===== src/rtl/fibonacci_seq_pkg.sv =====
// Shared constants for the Fibonacci register block: address map, status bits, FSM states.
// Latency: n/a (declarations only).
// Backpressure: n/a.
package fibonacci_seq_pkg;

  // Register address map
  localparam logic [1:0] ADDR_N      = 2'd0;
  localparam logic [1:0] ADDR_CTRL   = 2'd1;
  localparam logic [1:0] ADDR_STATUS = 2'd2;
  localparam logic [1:0] ADDR_RESULT = 2'd3;

  // Bit positions inside the STATUS word
  localparam int STAT_DONE = 0;
  localparam int STAT_BUSY = 1;
  localparam int STAT_OVF  = 2;

  // Largest index whose Fibonacci value fits in 32 bits unsigned
  localparam int unsigned MAX_N_DEFAULT = 47;

  typedef enum logic [1:0] {
    IDLE = 2'd0,
    CALC = 2'd1,
    DONE = 2'd2
  } state_t;

  // Pack the three status flags into the 32-bit STATUS read value
  function automatic logic [31:0] status_word(input logic done, input logic busy,
                                              input logic overflow);
    logic [31:0] s;
    s            = '0;
    s[STAT_DONE] = done;
    s[STAT_BUSY] = busy;
    s[STAT_OVF]  = overflow;
    return s;
  endfunction

endpackage


===== src/rtl/fibonacci_seq_fib_core.sv =====
// Iterative Fibonacci engine: FSM plus a/b/cnt datapath and out-of-range detection.
// Latency: done rises N+1 edges after the start edge (1 edge when N exceeds MAX_N).
// Backpressure: none; start is ignored while busy.
module fib_core
  import fibonacci_seq_pkg::*;
#(
  parameter int unsigned MAX_N = MAX_N_DEFAULT
) (
  input  logic        clk,
  input  logic        reset_n,
  input  logic        start,
  input  logic [31:0] n,
  output logic        busy,
  output logic        done,
  output logic        overflow,
  output logic [31:0] result
);

  state_t      state;
  state_t      state_nxt;
  logic [31:0] a;
  logic [31:0] b;
  logic [31:0] cnt;
  logic        ovf_pend;   // remembers that the accepted N was out of range
  logic        load;
  logic        finish;

  // State register
  always_ff @(posedge clk) begin
    if (reset_n) state <= IDLE;
    else         state <= state_nxt;
  end

  // Next-state and datapath control decode
  always_comb begin
    state_nxt = state;
    load      = 1'b0;
    finish    = 1'b0;
    case (state)
      IDLE, DONE: begin
        // DONE accepts a new start exactly like IDLE
        if (start) begin
          load      = 1'b1;
          state_nxt = CALC;
        end
      end
      CALC: begin
        // Out-of-range requests complete on the first CALC edge
        if (ovf_pend || cnt == '0) begin
          finish    = 1'b1;
          state_nxt = DONE;
        end
      end
      default: state_nxt = IDLE;
    endcase
  end

  // Datapath: seed on start, step a/b each CALC cycle, latch the result on finish
  always_ff @(posedge clk) begin
    if (reset_n) begin
      a        <= '0;
      b        <= '0;
      cnt      <= '0;
      result   <= '0;
      done     <= 1'b0;
      busy     <= 1'b0;
      overflow <= 1'b0;
      ovf_pend <= 1'b0;
    end else if (load) begin
      a        <= 32'd0;
      b        <= 32'd1;
      cnt      <= n;
      ovf_pend <= (n > 32'(MAX_N));
      done     <= 1'b0;
      overflow <= 1'b0;
      busy     <= 1'b1;
    end else if (finish) begin
      result   <= ovf_pend ? 32'hFFFF_FFFF : a;
      overflow <= ovf_pend;
      ovf_pend <= 1'b0;
      done     <= 1'b1;
      busy     <= 1'b0;
    end else if (state == CALC) begin
      a   <= b;
      b   <= a + b;
      cnt <= cnt - 32'd1;
    end
  end

endmodule


===== src/rtl/fibonacci_seq.sv =====
// Memory-mapped register wrapper around fib_core (N, CONTROL, STATUS, RESULT).
// Latency: reads are combinational; a start completes N+1 edges later.
// Backpressure: none; N and CONTROL writes are dropped while a computation is running.
module fibonacci_seq
  import fibonacci_seq_pkg::*;
#(
  parameter int unsigned MAX_N = MAX_N_DEFAULT
) (
  input  logic        clk,
  input  logic        reset_n,
  input  logic [1:0]  address,
  input  logic        chipselect,
  input  logic        read,
  input  logic        write,
  input  logic [31:0] writedata,
  output logic [31:0] readdata
);

  logic [31:0] n_reg;
  logic [31:0] result;
  logic        busy;
  logic        done;
  logic        overflow;
  logic        wr_access;
  logic        start;

  assign wr_access = chipselect && write;
  // CONTROL is a pulse: bit 0 requests a start and nothing is stored
  assign start     = wr_access && (address == ADDR_CTRL) && writedata[0] && !busy;

  // N register: writable only while the engine is not running
  always_ff @(posedge clk) begin
    if (reset_n)                                       n_reg <= '0;
    else if (wr_access && address == ADDR_N && !busy) n_reg <= writedata;
  end

  fib_core #(
    .MAX_N (MAX_N)
  ) u_core (
    .clk      (clk),
    .reset_n  (reset_n),
    .start    (start),
    .n        (n_reg),
    .busy     (busy),
    .done     (done),
    .overflow (overflow),
    .result   (result)
  );

  // Combinational read mux; returns zero unless a qualified read is present
  always_comb begin
    readdata = '0;
    if (chipselect && read) begin
      case (address)
        ADDR_N:      readdata = n_reg;
        ADDR_CTRL:   readdata = '0;
        ADDR_STATUS: readdata = status_word(done, busy, overflow);
        ADDR_RESULT: readdata = result;
        default:     readdata = '0;
      endcase
    end
  end

endmodule


===== config.mk =====
export PLATFORM = sky130hd
export DESIGN_NAME = fibonacci_seq
export DESIGN_NICKNAME = d
export VERILOG_FILES = /design/src/rtl/fibonacci_seq_pkg.sv /design/src/rtl/fibonacci_seq_fib_core.sv /design/src/rtl/fibonacci_seq.sv
export SDC_FILE = /design/constraint.sdc
export NUM_CORES = 1
export LEC_CHECK = 0
export BUFFER_PORTS_ARGS = -buffer_cell sky130_fd_sc_hd__buf_2
export CORE_MARGIN = 2
export CORE_UTILIZATION = 55
export DETAILED_ROUTE_END_ITERATION = 6
export GPL_ROUTABILITY_DRIVEN = 0
export MAX_ROUTING_LAYER = met4
export PLACE_DENSITY = 0.76
export SETUP_SLACK_MARGIN = 0.1
export SLEW_MARGIN = 5
export SYNTH_ARGS = -nofsm -noshare
export SYNTH_HDL_FRONTEND = slang
export SYNTH_HIERARCHICAL = 1
export SYNTH_SLANG_ARGS = --single-unit
export TNS_END_PERCENT = 50

===== constraint.sdc =====
create_clock -name clk -period 6.7 [get_ports clk]
set_input_delay 0.67 -clock clk [delete_from_list [all_inputs] [get_ports clk]]
set_output_delay 0.67 -clock clk [all_outputs]
set_load 0.01 [all_outputs]

==> summary.txt <==
Status
  • Status: finished, violations left
  • Violations in the final reports: DRC

Routing
  • 1st-pass router iterations: 7
  • Iter 0 DRT Violations: 761
  • Post-route antenna net violation count: 0
  • Post-DR wirelength/cell: 16.2 µm
  • Via count: ~8100
  • Number of design rule violations left after detail routing: 3
  • Average via count per standard cell: about 5.8
  • DRT Wirelength: 22400 µm

Yosys
  • Share of the yosys chip area belonging to registers: 36.8%
  • Fraction of synthesis flops using an asynchronous set or reset pin: 0%
  • Average cell area after synthesis: between 7 and 8 µm²
  • Cell taking the most area after synthesis: dfxtp_1
  • Synthesized netlist cell count: about 1100
  • Share of Yosys cell area claimed by the top area cell type: 36.8%
  • Count of different cell masters after synthesis: 64
  • EDFF count, synth: 0
  • Register bit count reported by yosys: roughly 170
  • Top flip-flop cell by instance count after synthesis: dfxtp_1
  • Post-synthesis instance area: 9030 µm²
  • Total of warnings raised by yosys: 6
  • Number of nets produced by synthesis: between 1000 and 1500
  • Cells taking the most area after synthesis: dfxtp_1, nand2_1, a21oi_1

Clock network
  • Post-CTS clock slew at the launch and capture registers of the worst setup and hold paths: ~0.060 ns
  • Hold Buf Count CTS: 0
  • Deepest clock path buffer count: 2
  • Deepest level of the CTS H-tree: 4
  • Setup Fix Bufs, Post-CTS: 0
  • Clock sink total: 166
  • CTS tree: yes
  • CTS root buf: clkbuf_16
  • Number of buffers created by CTS: 17
  • Clock network latency to the later pin of the worst-skew pair: 0.43 ns
  • Number of gates given a new drive strength after cts: 0

Die
  • Die outline height: between 100 and 150 µm
  • Starting Density: 56.6%
  • Die Outline Area: 17500 µm²
  • Row cnt: 46
  • I/O Pins: between 70 and 80
  • Core area: 15900 µm²
  • Die outline width: ~130 µm

Critical path
  • Worst stage delay on the critical path: roughly 0.61 ns
  • Worst path cell trace: or4_1 > nor4_2 > and4_1 > a21o_2 > buf_4 > nor3_1 > and4_1 > or3_1
  • Most used cell, CP: and4_1
  • Crit path max-delay cell type: a21o_2
  • Startpoint types: flip-flop
  • Maximum fanout count along the critical path: 39
  • Critical Setup Path Class: flip-flop to flip-flop
  • Worst Path Required: roughly 7 ns
  • Arrival time of the worst setup path: between 3 and 4 ns
  • Kind of end point of the critical path: flip-flop

Power and ir drop
  • Final Power: about 2.2 mW
  • Worst ir drop on vdd: 0.186 mV
  • Reported leakage power: slightly below 4 nW
  • Total power per unit cell area: about 220 nW/µm²

Cells and area
  • Final cell count without fillers: between 1000 and 1500
  • Nets@finish: about 1200
  • Most used cells in the layout excluding fill and tap cells: dfxtp_1, nand2_1, nor2_1
  • Antenna Cells: 0
  • Leading cell type in the layout, fill and taps excluded: dfxtp_1
  • Final design area excluding fillers: 9990 µm²
  • Area growth from synthesis to final layout: 10.7%
  • Fraction of layout cells with a size suffix above 1: about 12%

Timing
  • Min Clock Period, post-route: 3.62 ns
  • Worst slew slack as a fraction of its limit: between 10% and 20%
  • Worst-case clock skew: approximately 0.0097 ns
  • Fraction of the cycle the final worst path needs: approximately 54%
  • Final setup fails: 0
  • Setup repair after global routing missed its margin: no
  • Fin Setup TNS: 0 ns
  • Fmax: between 200 and 300 MHz
  • Fin. Hold Viols: 0
  • Number of max-slew violations in the final report: 0
  • Worst Max-Slew Pin Slew: ~1.2 ns

Global routing
  • Pin count of the biggest net entering global routing: just under 90
  • First-pass GRT wire length: roughly 37000 µm
  • Via count of the first global-routing pass: between 7000 and 8000
  • Aggregate global-route resource usage: a little over a quarter
  • Antenna violations before repair: 0
  • Grt ovf: 0

Placed design
  • Half-perimeter wire length after detailed placement: 15100 µm
  • Cell Area, Placed: about 9400 µm²
  • Placed cell count: between 1000 and 1500
  • Port Buffers: 70

Job
  • # Max-Cap Violations: 0

Worst hold path
  • Classification of the worst-slack hold path: flip-flop to flip-flop
## cell type report
| type | count | area [µm²] |
|---|---|---|
| Fill cell | 1414 | 5950 |
| Multi-Input combinational cell | 877 | 5310 |
| Sequential cell | 166 | 3320 |
| Clock buffer | 23 | 478 |
| Timing Repair Buffer | 79 | 420 |
| Tap cell | 216 | 270 |
| Clock inverter | 8 | 146 |
| Inverter | 11 | 41.3 |
## through the flow
| stage | hold WS [ns] | util (%) | setup WS (ns) |
|---|---|---|---|
| floorplan | 0.436 | - | 4.10 |
| global placement | 0.445 | 58.8 | 2.93 |
| detailed placement | 0.455 | 58.8 | 2.89 |
| CTS | 0.464 | 62.7 | 3.10 |
| global route | 0.484 | 62.7 | 2.83 |
| finish | 0.465 | 62.7 | 3.08 |
## synthesized netlist by cell type (24+ instances only)
| library cell | instances |
|---|---|
| a211oi_1 | 26 |
| ha_1 | 32 |
| o21ai_0 | 34 |
| dfxtp_1 | 166 |
| nor2_1 | 122 |
| mux2i_1 | 36 |
| nor3_1 | 80 |
| clkbuf_1 | 55 |
| nand2_1 | 139 |
| a22oi_1 | 33 |
| a21oi_1 | 95 |
| nand3_1 | 24 |
| nand2b_1 | 70 |
## kinds of logic after synthesis
kind of cell | count (synthesis) | share of synthesized area [%]
AND/OR/NAND/NOR | 512 | 28.1
buffers and inverters | 90 | 4.61
adder cells (fa/ha/maj) | 33 | 4.66
multiplexers | 39 | 4.36
AO/OA/AOI/OAI | 254 | 17.7
flip-flops | 166 | 36.8
XOR/XNOR | 39 | 3.78
## worst paths after layout
kind / start / endpoint / slack, ns / cells past startpoint
min reg2reg: u_core/done / u_core/done / 0.47 / 2
max reg2reg: u_core/cnt[9] / u_core/b[28] / 3.08 / 8
min: u_core/done / u_core/done / 0.47 / 2
max: u_core/cnt[9] / u_core/b[28] / 3.08 / 8
## power by group
group	internal [mW]	switching [mW]	leakage [nW]
combinational	0.0570	0.0954	2.28
sequential	1.00	0.0158	1.34
clock	0.651	0.381	0.303
total	1.71	0.492	3.92
## worst max-delay path, delay by kind of cell, from the launching register on
kind | cells | cell delay, ns
buffers and inverters | 1 | 0.48
AO/OA/AOI/OAI | 1 | 0.61
flip-flops | 1 | 0.34
AND/OR/NAND/NOR | 6 | 2.05
## metal layers
layer  routed length [µm]  global-route usage (%)
met1                10300                    34.9
met4                  565                    9.84
met5                    0                       -
met3                 1130                    4.19
met2                10400                    40.4
Power figures use the tool's default switching activity.
